--- config.mk ---
export PLATFORM = sky130hd
export DESIGN_NAME = iter_shift_unit_flat
export DESIGN_NICKNAME = d
export VERILOG_FILES = /design/src/rtl/iter_shift_unit_if.sv /design/src/rtl/iter_shift_unit.sv /design/src/flat_wrapper.sv
export SDC_FILE = /design/constraint.sdc
export NUM_CORES = 1
export LEC_CHECK = 0
export ABC_AREA = 1
export CAP_MARGIN = 15
export CORE_AREA = 2 2 114 116
export DETAILED_ROUTE_END_ITERATION = 12
export DIE_AREA = 0 0 116 118
export GPL_TIMING_DRIVEN = 0
export PLACE_DENSITY_LB_ADDON = 0.15
export SKIP_CTS_REPAIR_TIMING = 1
export SLEW_MARGIN = 20
export SYNTH_ARGS = -nofsm -noshare
export SYNTH_HDL_FRONTEND = slang
export SYNTH_SLANG_ARGS = --single-unit
--- constraint.sdc ---
create_clock -name clk_i -period 1.7 [get_ports clk_i]
set_input_delay 0.255 -clock clk_i [delete_from_list [all_inputs] [get_ports clk_i]]
set_output_delay 0.255 -clock clk_i [all_outputs]
set_load 0.05 [all_outputs]
--- src/rtl/iter_shift_unit_if.sv ---
// Request/response handshake bundle for the iterative shifter.
interface iter_shift_unit_if #(
  parameter int unsigned XLEN    = 32,
  parameter int unsigned SHAMT_W = 5
);
  // Request side (from register file / immediate path)
  logic               valid_i;
  logic               ready_o;
  logic [XLEN-1:0]    data_i;
  logic [SHAMT_W-1:0] shamt_i;
  logic [2:0]         funct3_i;
  logic               arith_i;
  // Result side (to writeback)
  logic               valid_o;
  logic               ready_i;
  logic [XLEN-1:0]    data_o;
  // Stall indication to the control unit
  logic               busy_o;

  // The shifter itself
  modport slave (
    input  valid_i, data_i, shamt_i, funct3_i, arith_i, ready_i,
    output ready_o, valid_o, data_o, busy_o
  );

  // The producer/consumer around the shifter
  modport master (
    output valid_i, data_i, shamt_i, funct3_i, arith_i, ready_i,
    input  ready_o, valid_o, data_o, busy_o
  );
endinterface

--- src/rtl/iter_shift_unit.sv ---
// Iterative one-bit-per-cycle shifter for SLL/SRL/SRA and their immediate forms.
module iter_shift_unit #(
  parameter int unsigned XLEN    = 32,
  parameter int unsigned SHAMT_W = 5
) (
  input  logic              clk_i,
  input  logic              rst_i,
  iter_shift_unit_if.slave  bus
);

  localparam logic [1:0] S_IDLE  = 2'd0;
  localparam logic [1:0] S_SHIFT = 2'd1;
  localparam logic [1:0] S_DONE  = 2'd2;

  localparam logic [2:0] F3_SLL = 3'b001;
  localparam logic [2:0] F3_SRL = 3'b101;

  logic [1:0]         state_q, state_d;
  logic [SHAMT_W-1:0] count_q, count_d;
  logic [XLEN-1:0]    work_q,  work_d;
  logic               left_q,  left_d;
  logic               arith_q, arith_d;
  logic               valid_q, valid_d;
  logic [XLEN-1:0]    data_q,  data_d;

  logic               is_left_c;
  logic               is_shift_c;
  logic [XLEN-1:0]    shifted_c;

  // Decode the requested operation class
  assign is_left_c  = (bus.funct3_i == F3_SLL);
  assign is_shift_c = (bus.funct3_i == F3_SLL) || (bus.funct3_i == F3_SRL);

  // One-position step of the work register; arith_q is only ever set for right shifts
  assign shifted_c = left_q ? {work_q[XLEN-2:0], 1'b0}
                            : {arith_q & work_q[XLEN-1], work_q[XLEN-1:1]};

  // Handshake and status outputs
  assign bus.ready_o = (state_q == S_IDLE) & ~rst_i;
  assign bus.busy_o  = (state_q != S_IDLE);
  assign bus.valid_o = valid_q;
  assign bus.data_o  = data_q;

  // Next-state and datapath control
  always_comb begin
    state_d = state_q;
    count_d = count_q;
    work_d  = work_q;
    left_d  = left_q;
    arith_d = arith_q;
    valid_d = valid_q;
    data_d  = data_q;

    case (state_q)
      S_IDLE: begin
        if (bus.valid_i && bus.ready_o) begin
          work_d  = bus.data_i;
          count_d = bus.shamt_i;
          left_d  = is_left_c;
          arith_d = bus.arith_i & ~is_left_c;
          if ((bus.shamt_i == '0) || !is_shift_c) begin
            data_d  = bus.data_i;
            valid_d = 1'b1;
            state_d = S_DONE;
          end else begin
            state_d = S_SHIFT;
          end
        end
      end

      S_SHIFT: begin
        work_d  = shifted_c;
        count_d = count_q - SHAMT_W'(1);
        if (count_q == SHAMT_W'(1)) begin
          data_d  = shifted_c;
          valid_d = 1'b1;
          state_d = S_DONE;
        end
      end

      S_DONE: begin
        if (bus.ready_i) begin
          valid_d = 1'b0;
          state_d = S_IDLE;
        end
      end

      default: begin
        state_d = S_IDLE;
        valid_d = 1'b0;
      end
    endcase
  end

  // State registers; reset discards any in-flight operation
  always_ff @(posedge clk_i) begin
    if (rst_i) begin
      state_q <= S_IDLE;
      count_q <= '0;
      work_q  <= '0;
      left_q  <= 1'b0;
      arith_q <= 1'b0;
      valid_q <= 1'b0;
      data_q  <= '0;
    end else begin
      state_q <= state_d;
      count_q <= count_d;
      work_q  <= work_d;
      left_q  <= left_d;
      arith_q <= arith_d;
      valid_q <= valid_d;
      data_q  <= data_d;
    end
  end

endmodule

--- src/flat_wrapper.sv ---
// flat-port wrapper written by rule: the top's interface ports become plain ports
module iter_shift_unit_flat 
#(
  parameter int unsigned XLEN    = 32,
  parameter int unsigned SHAMT_W = 5
)
  (clk_i, rst_i, bus_valid_i, bus_data_i, bus_shamt_i, bus_funct3_i, bus_arith_i, bus_ready_i, bus_ready_o, bus_valid_o, bus_data_o, bus_busy_o);
  iter_shift_unit_if #(.XLEN(XLEN), .SHAMT_W(SHAMT_W)) bus_i ();
  input  logic clk_i;
  input  logic rst_i;
  input wire logic [$bits(bus_i.valid_i)-1:0] bus_valid_i;
  input wire logic [$bits(bus_i.data_i)-1:0] bus_data_i;
  input wire logic [$bits(bus_i.shamt_i)-1:0] bus_shamt_i;
  input wire logic [$bits(bus_i.funct3_i)-1:0] bus_funct3_i;
  input wire logic [$bits(bus_i.arith_i)-1:0] bus_arith_i;
  input wire logic [$bits(bus_i.ready_i)-1:0] bus_ready_i;
  output wire logic [$bits(bus_i.ready_o)-1:0] bus_ready_o;
  output wire logic [$bits(bus_i.valid_o)-1:0] bus_valid_o;
  output wire logic [$bits(bus_i.data_o)-1:0] bus_data_o;
  output wire logic [$bits(bus_i.busy_o)-1:0] bus_busy_o;
  assign bus_i.valid_i = bus_valid_i;
  assign bus_i.data_i = bus_data_i;
  assign bus_i.shamt_i = bus_shamt_i;
  assign bus_i.funct3_i = bus_funct3_i;
  assign bus_i.arith_i = bus_arith_i;
  assign bus_i.ready_i = bus_ready_i;
  assign bus_ready_o = bus_i.ready_o;
  assign bus_valid_o = bus_i.valid_o;
  assign bus_data_o = bus_i.data_o;
  assign bus_busy_o = bus_i.busy_o;
  iter_shift_unit #(.XLEN(XLEN), .SHAMT_W(SHAMT_W)) u_core (.clk_i(clk_i), .rst_i(rst_i), .bus(bus_i));
endmodule
==> Word level (Yosys, flattened, before mapping) <==
Cells that the tools add are included.
W data, S select, Z words.
{ "totals": {"register_bits": 74, "latchBits": 0, "ram_bits": 0, "rom_bits": 0, "out_inout_bits": 35, "n_memories": 0} }
{ "op_classes": {"addsub": 1, "multipliers": 0, "n_div": 0, "n_lt_le_gt_ge": 0, "eq_ne": 9, "n_shift": 0, "muxes": 19, "bitwise": 5, "reduce_logical": 13} }
{ "op_table": {"columns": ["operator", "count"], "rows": [
  ["$mux W32", 5],
  ["$pmux W32 S2", 2],
  ["$pmux W5 S2", 1],
  ["$mux W2", 4],
  ["$reduce_and A4 Y1", 2],
  ["$ne A2 B2 Y1 const B", 3],
  ["$pmux W2 S3", 1],
  ["$eq A5 B1 Y1 const B", 1],
  ["$logic_not A5 Y1", 1],
  ["$mux W5", 1],
  ["$sub A5 B1 Y5 const B", 1],
  ["$mux W1", 4],
  ["$reduce_and A2 Y1", 2],
  ["$reduce_bool A2 Y1", 2],
  ["$and A1 B1 Y1", 3],
  ["$eq A3 B1 Y1 const B", 1],
  ["$eq A3 B3 Y1 const B", 1],
  ["$pmux W1 S3", 1],
  ["$reduce_and A3 Y1", 1],
  ["$eq A2 B1 Y1 const B", 1],
  ["$eq A2 B2 Y1 const B", 1],
  ["$logic_not A2 Y1", 1],
  ["$logic_or A1 B1 Y1", 2],
  ["$ne A2 B1 Y1 const B", 1],
  ["3 further kinds", 4]
]} }

==> Longest topological paths before layout <==
Gate-level depths: netlist of the first run.
{ "logic_depth": {"word_depth": 7, "ltp_mapped": 12, "depth_no_buf": 11} }

==> Worst setup path before layout of the first run <==
No wires, ideal clock.
{ "synth_path": {"path_type": "register -> register", "from": "register u_core.state_q[1]", "to": "register u_core.arith_q", "setup_time_ps": 117, "t_arrival_ps": 2038, "setup_slack_ps": -455, "path_stages_with_launch": 7, "n_path_buf": 0, "period_less_slack_ps": 2155, "cell_sequence": "dfxtp_1 -> inv_2 -> nand2_1 -> nor2_1 -> nand2_1 -> a22oi_1 -> nor2_1"} }
{ "synth_between": {"elab_chain_len": 4} }
{ "synth_lines": {"columns": ["element", "line", "rtl"], "rows": [
  ["start: declaration", "iter_shift_unit.sv:18", "logic [1:0] state_q, state_d;"],
  ["start signal: assignment", "iter_shift_unit.sv:106", "state_q <= state_d;"],
  ["$logic_not A2 Y1", "iter_shift_unit.sv:39", "assign bus.ready_o = (state_q == S_IDLE) & ~rst_i;"],
  ["$and A1 B1 Y1", "iter_shift_unit.sv:39", null],
  ["named net bus_ready_o", "flat_wrapper.sv:17", "output wire logic [$bits(bus_i.ready_o)-1:0] bus_ready_o;"],
  ["$logic_and A1 B1 Y1", "iter_shift_unit.sv:56", "if (bus.valid_i && bus.ready_o) begin"],
  ["$reduce_and A2 Y1 (no line)", null, null],
  ["end signal: assignment", "iter_shift_unit.sv:110", "arith_q <= arith_d;"],
  ["end: declaration", "iter_shift_unit.sv:22", "logic arith_q, arith_d;"]
]} }
The timed path passes the listed nets, and every way through them passes these cells.
A chain may end at the register's enable or synchronous reset.

==> Worst setup path in the final report of the first run <==
{ "layout_path": {"from": "input bus_valid_i", "to": "register u_core.data_q[26] (netlist: u_core.bus.data_o[26])"} }
{ "layout_between": {"elab_chain_len": 3} }
{ "layout_lines": {"columns": ["element", "line", "rtl"], "rows": [
  ["start: declaration", "flat_wrapper.sv:11", "input wire logic [$bits(bus_i.valid_i)-1:0] bus_valid_i;"],
  ["$logic_and A1 B1 Y1", "iter_shift_unit.sv:56", null],
  ["$ne A2 B2 Y1 (no line)", null, null],
  ["$reduce_and A4 Y1 (no line)", null, null],
  ["end signal: assignment", "iter_shift_unit.sv:112", "data_q <= data_d;"],
  ["end: declaration", "iter_shift_unit.sv:24", "logic [XLEN-1:0] data_q, data_d;"]
]} }
No other way between the ends.

==> results of run 1 <==
## flip-flops by register name (all words and copies together) (netlist names)
signal and count:
u_core.state_q 2, u_core.arith_q 1, u_core.bus.valid_o 1, u_core.bus.data_o 32, u_core.count_q 5, u_core.work_q 32
u_core.left_q 1
## through the flow
stage	power [mW]	area, um^2	hold WS (ns)	TNS, ns	util (%)
CTS	6.28	5070	0.462	-2.59	40.8
detailed placement	3.80	4680	0.454	-18.62	37.7
floorplan	3.23	3670	0.403	0	-
global placement	3.78	4680	0.450	-17.95	37.7
global route	6.54	5200	0.479	-0.0202	41.9
finish	6.20	5200	0.448	0	41.9
## where the power goes
part           switching (mW)  internal [mW]  leakage (nW)
sequential              0.141           1.97         0.612
clock                   0.747           1.70         0.189
combinational            1.07          0.578          2.17
total                    1.96           4.25          2.97
## cell usage in the layout, fill, tap and decap left out, types with 9 or more instances in the layout
| cell | instances |
|---|---|
| a21oi_1 | 11 |
| nand2_1 | 190 |
| nand3_1 | 13 |
| buf_2 | 13 |
| dfxtp_1 | 73 |
| o21ai_0 | 55 |
| o21ai_1 | 14 |
| clkdlybuf4s50_1 | 44 |
| inv_1 | 55 |
| dlymetal6s2s_1 | 33 |
| clkbuf_16 | 9 |
| nor2_1 | 126 |
## critical path, cell delays in order
cell	delay, ns
clkdlybuf4s50_1	0.48
inv_1	0.05
o21ai_2	0.18
nand2_2	0.13
clkbuf_1	0.25
o21ai_0	0.30
nand2_1	0.09
nand2_1	0.07
inv_1	0.03
## worst paths after layout
kind | depth (start not counted) | start | end
worst min register to register | 2 | u_core.bus.valid_o$_SDFFE_PP0P_ | u_core.bus.valid_o$_SDFFE_PP0P_
worst max register to register | 8 | u_core.state_q[0]$_SDFFE_PP0P_ | u_core.bus.data_o[17]$_SDFFE_PP0P_
worst max-delay path | 9 | bus_valid_i | u_core.bus.data_o[26]$_SDFFE_PP0P_
worst min-delay path | 2 | u_core.bus.valid_o$_SDFFE_PP0P_ | u_core.bus.valid_o$_SDFFE_PP0P_
## cell type report
class	count	area (um^2)	area share, %
multi-input cells	431	1830	35.2
well taps	172	215	4.14
clock inverters	4	120	2.31
flip-flops and latches	74	1480	28.5
inverters	60	231	4.45
repair buffers	81	878	16.9
clock buffers	12	267	5.13
plain buffers	32	175	3.37
## kinds of logic after synthesis
logic type	share of synthesized area (%)
AND/OR/NAND/NOR	36.6
buffers and inverters	10.5
AO/OA/AOI/OAI	11.8
flip-flops	40.4
adder cells (fa/ha/maj)	0.683
## routing by layer
metal  up-vias  routed length (um)  track usage (%)
met2        90                5100             26.7
met3        15                 545             4.79
met4         0                 252             6.18
li1       2015                   -                -
met5         -                   0                0
met1      1736                4880             20.6
==> flow_metrics.tcl, run 1 <==
set metrics [dict create \
    cts_sinks 74 \
    reg2reg_slack_ns 0.12 \
    synth_cell_types 26 \
    antenna_found_initial 0 \
    critical_path_class "in -> reg" \
    worstSkewPairLatency_ns 0.34 \
    vias_per_cell 4.45 \
    period_share_pct 93.9 \
    syn-num-nets 644 \
    diodes 0 \
    worst_setup_path_start_kind "primary input" \
    worst_pin_slew_ns 0.583 \
    fin_ws_ns 0.103 \
    design.core.area_um2 12400 \
    ys.flop_type "dfxtp_1" \
    rows 41 \
    clock-root-buffer "clkbuf_16" \
    relSlewSlack_pct 61.1 \
    fmax_mhz 626 \
    place.gp.congestion 0.865 \
    yosys_warnings 0 \
    drive_gt1_share_pct 8.65 \
    p_leak_nw 2.97 \
    crit_path_end_kind "flip-flop" \
    dp_hpwl_um 8020 \
    grt_pass1_vias 3781 \
    io_pins 80 \
    wl_per_cell_um 12.4 \
    synth.area.top_cells "dfxtp_1 40%, nand2_1 20%, nor2_1 13%" \
    vias 3856 \
    powerDensity_nw_per_um2 1190 \
    synth-edff-count 0 \
    drv_cap 0 \
    io_buffers 79 \
    fillers 1383 \
    dr.pass1.iters 5 \
    cts_tree "built" \
    grt_max_degree 13 \
    htreeDepth 3 \
    hp-class "reg -> reg" \
    final_net_count 736 \
    dpl.cell_count 848 \
    place_ws_ns -0.435 \
    vdd_drop_max_uv 930 \
    die_h_um 118 \
    clk_pin_slew_ns 0.05 \
    drt-initial-drc-count 198 \
    slew_violations 0 \
    wl_um 10800 \
    fp.dieW_um 116 \
    synthCells 597 \
    outcome "finished clean" \
    die-area_um2 13700 \
    yosys-top-cells-count "194 x nand2_1, 127 x nor2_1, 74 x dfxtp_1" \
    grt_usage_pct 16.5 \
    syn_area_um2 3660 \
    cts_made_buffers 9 \
    rsz0062_at_grt "yes" \
    avgSynthCellArea_um2 6.14 \
    crit_arrival_ns 1.84 \
    antenna_left 0 \
    syn_to_final_growth_pct 41.9 \
    setup_viol 0 \
    period_minus_slack_ns 1.60 \
    skew_ns 0.00882 \
    cts_buffer_depth 2 \
    drc 0 \
    required_ns 1.94 \
    ys_seq_area_share_pct 40.4 \
    worstPathMaxFanout 10 \
    postSynth.asyncResetShare_pct 0 \
    start_util_pct 29.5 \
    synth_most_common_cell "nand2_1" \
    grt_pass1_wl_um 17800 \
    synth_top_area_cell "dfxtp_1" \
    fin_cells 866 \
    hold_viol 0 \
    overflow 0 \
    yosys.area.top_type_share_pct 40.4 \
    yosys_register_bits 74 \
]
Power figures use the tool's default switching activity.
==> run 2, diff against run 1 <==
- GPL_ROUTABILITY_DRIVEN: unset -> 0
==> results of run 2 <==
Final layout, timing and power as in run 1 (identical DEF).
==> variant: new RTL, flow settings as in run 2 <==
`SHAMT_W` is set to 5 in 3 places; all go to 10.
--- a/src/rtl/iter_shift_unit_if.sv
+++ b/src/rtl/iter_shift_unit_if.sv
@@ -1,7 +1,7 @@
 // Request/response handshake bundle for the iterative shifter.
 interface iter_shift_unit_if #(
   parameter int unsigned XLEN    = 32,
-  parameter int unsigned SHAMT_W = 5
+  parameter int unsigned SHAMT_W = 10
 );
   // Request side (from register file / immediate path)
   logic               valid_i;
--- a/src/rtl/iter_shift_unit.sv
+++ b/src/rtl/iter_shift_unit.sv
@@ -1,7 +1,7 @@
 // Iterative one-bit-per-cycle shifter for SLL/SRL/SRA and their immediate forms.
 module iter_shift_unit #(
   parameter int unsigned XLEN    = 32,
-  parameter int unsigned SHAMT_W = 5
+  parameter int unsigned SHAMT_W = 10
 ) (
   input  logic              clk_i,
   input  logic              rst_i,
--- a/src/flat_wrapper.sv
+++ b/src/flat_wrapper.sv
@@ -2,7 +2,7 @@
 module iter_shift_unit_flat 
 #(
   parameter int unsigned XLEN    = 32,
-  parameter int unsigned SHAMT_W = 5
+  parameter int unsigned SHAMT_W = 10
 )
   (clk_i, rst_i, bus_valid_i, bus_data_i, bus_shamt_i, bus_funct3_i, bus_arith_i, bus_ready_i, bus_ready_o, bus_valid_o, bus_data_o, bus_busy_o);
   iter_shift_unit_if #(.XLEN(XLEN), .SHAMT_W(SHAMT_W)) bus_i ();
Interface: changed (resized bus_shamt_i); port bits go from 80 to 85. The function was not compared with the original's and may differ.
==> variant against run 2 <==
  * Routed wire length rose by 24%
  * Sequential cell count rose by 5
  * Non-clock buffer count grew 10
  * Critical path type is now register to register
  * Final area rose by 8.4%
  * Global-route usage increased by 3.2 points
  * Area after synthesis up 11%
  * Worst setup slack worse by 34 ps
  * Critical endpoint is now u_core.work_q[24]
Power is not compared: it rests on default switching activity, and its combinational part moved more than twofold at a synthesized area within 25%.
==> variant: results (changes against run 2) <==
INFO  metric classification_of_the_worst_slack_hold_path = input port to register
INFO  metric clock_tree_area_fraction = 6.131% (-1.3 points)
INFO  metric finalCriticalPeriod = 1631 ps (+33.92 ps)
INFO  metric grt_first_pass_wirelength = 21220 µm (+19%)
INFO  metric clock_root_buffer = clkbuf_16
INFO  metric port_buffers = 84 (+6.3%)
INFO  metric synth.lib_cells_used.distinct = 26 (unchanged)
INFO  metric postPlaceCellArea = 5117 µm² (+9.4%)
INFO  metric vdd_drop_max = between 0.7 and 0.8 mV
INFO  metric nWellTaps = 172 (unchanged)
INFO  metric layout.area.seq = 1582 µm² (+6.7%)
INFO  metric wl = 13390 µm (+24%)
INFO  metric pre_cts_ws = -422.0 ps (+13.03 ps)
INFO  metric synth_commonest_cells = nand2_1 (177), nor2_1 (138), dfxtp_1 (79)
INFO  metric run_status = completed
INFO  metric num-nonclk-inverters = 80 (+33%)
INFO  metric num-clock-buffers = 9 (-3)
INFO  metric worst_hold_slack = 319.5 ps (-128.2 ps)
INFO  metric grt_antenna_before_repair = 0 (unchanged)
INFO  metric initialDrtViolationCount = 262 (+32%)
INFO  metric critical_path_arrival = 1880 ps (+40 ps)
INFO  metric numSequentialCells = 79 (+6.8%)
INFO  metric worst_path_max_delay_cell = clkbuf_1
INFO  metric signal_buffers = 123 (+8.8%)
INFO  metric synth.net_count = 704 (+9.3%)
INFO  metric hpwlAfterDp = 9441 µm (+18%)
INFO  metric final.fill_count = 1353 (-2.2%)
INFO  metric numPlacedInstances = 908 (+7.1%)
INFO  metric multi_input_comb_area = 2018 µm² (+10%)
INFO  metric path_delay_family = buffers and inverters
INFO  metric largest_fanout_on_the_critical_path = 10 (unchanged)
INFO  metric crit_path_max_incr_delay = 510 ps (+30 ps)
INFO  metric synth.area.top_cells = dfxtp_1 (39%), nand2_1 (16%), nor2_1 (13%)
INFO  metric sh_seq_area = 28.08% (-0.44 points)
INFO  metric clock_skew = 8.785 ps (-0.03919 ps)
INFO  metric layout.buffer.nonclock.area_share = 20.77% (+0.50 points)
INFO  metric via_count = 4374 (+13%)
INFO  metric fin_cells = 927 (+7.0%)
INFO  metric regToRegSetupSlack = 70 ps (-50 ps)
INFO  metric finalNetCount = 802 (+9.0%)
INFO  metric groute.usage.overall = 19.70% (+3.2 points)
INFO  metric drive_above_1_share = 8.477% (-0.17 points)
INFO  metric netSwitchingFraction = 44.85%
INFO  metric num-multi-input-gates = 457 (+6.0%)
INFO  metric synthCells = 652 (+9.2%)
INFO  metric grt_start_max_net_pins = 15 (+2)
INFO  metric path_clk_slew = 70 ps (+20 ps)
INFO  metric first_global_vias = 4374 (+16%)
INFO  metric power.static_leakage = a little over 3 nW
INFO  metric yosysSeqAreaShare = 39.01% (-1.4 points)
INFO  metric tightest_slew = 631.3 ps (+47.91 ps)
INFO  metric insertedDiodeCount = 0 (unchanged)
-- variant: changes by cell type in the layout (fill, tap and decap cells not counted), sizes merged, moves of 4 or more --
cell | before | now
a211oi | 2 | 16
buf | 21 | 27
nor2 | 129 | 139
a21oi | 11 | 49
clkbuf | 27 | 22
inv | 59 | 81
dfxtp | 74 | 79
a31oi | 0 | 4
nand2 | 195 | 179
clkdlybuf4s50 | 44 | 48
o21ai | 70 | 36
nand3 | 14 | 25
-- variant: power groups by stage --
stage	sequential (mW)	clock, mW	combinational [mW]
2_1_floorplan	3.76	0	2.44
3_3_place_gp	2.84	0	4.83
3_5_place_dp	2.85	0	4.86
4_1_cts	2.82	2.30	4.89
5_1_grt	2.89	2.39	5.49
6_report	2.82	2.28	5.02
-- variant: layer usage --
metal	routed length, µm	vias to the layer above	GRT usage [%]	share of wire (%)
met2	5957	170	31.29	44
met1	6155	1940	25.77	46
met5	0	-	0	0
li1	-	2230	-	-
met4	358	0	7.961	2.7
met3	918	34	4.274	6.9
-- variant: cells by family (layout without fill, tap and decap cells) --
family                     Yosys count  in the layout  share of synthesized area, %
and+or+nand+nor                    345            346                         33.30
buffers and inverters              117            219                         12.10
AOI/OAI and AO/OA                  109            109                         14.97
DFF                                 79             79                         39.01
adders and majority gates            2              2                        0.6172
-- variant: worst paths after layout --
check	startpoint	endpoint	depth (start not counted)
setup / recovery	u_core.state_q[0]	u_core.work_q[24]	6
hold / removal	rst_i	u_core.left_q	2
hold reg to reg	u_core.bus.valid_o	u_core.bus.valid_o	2
setup reg to reg	u_core.state_q[0]	u_core.work_q[24]	6
-- variant: worst reg2reg max path: cells and delay by family (launching register included) --
kind            cells  cell delay (ps)
flops               1              340
simple gates        3              390
compound gates      2              300
buf+inv             1              510
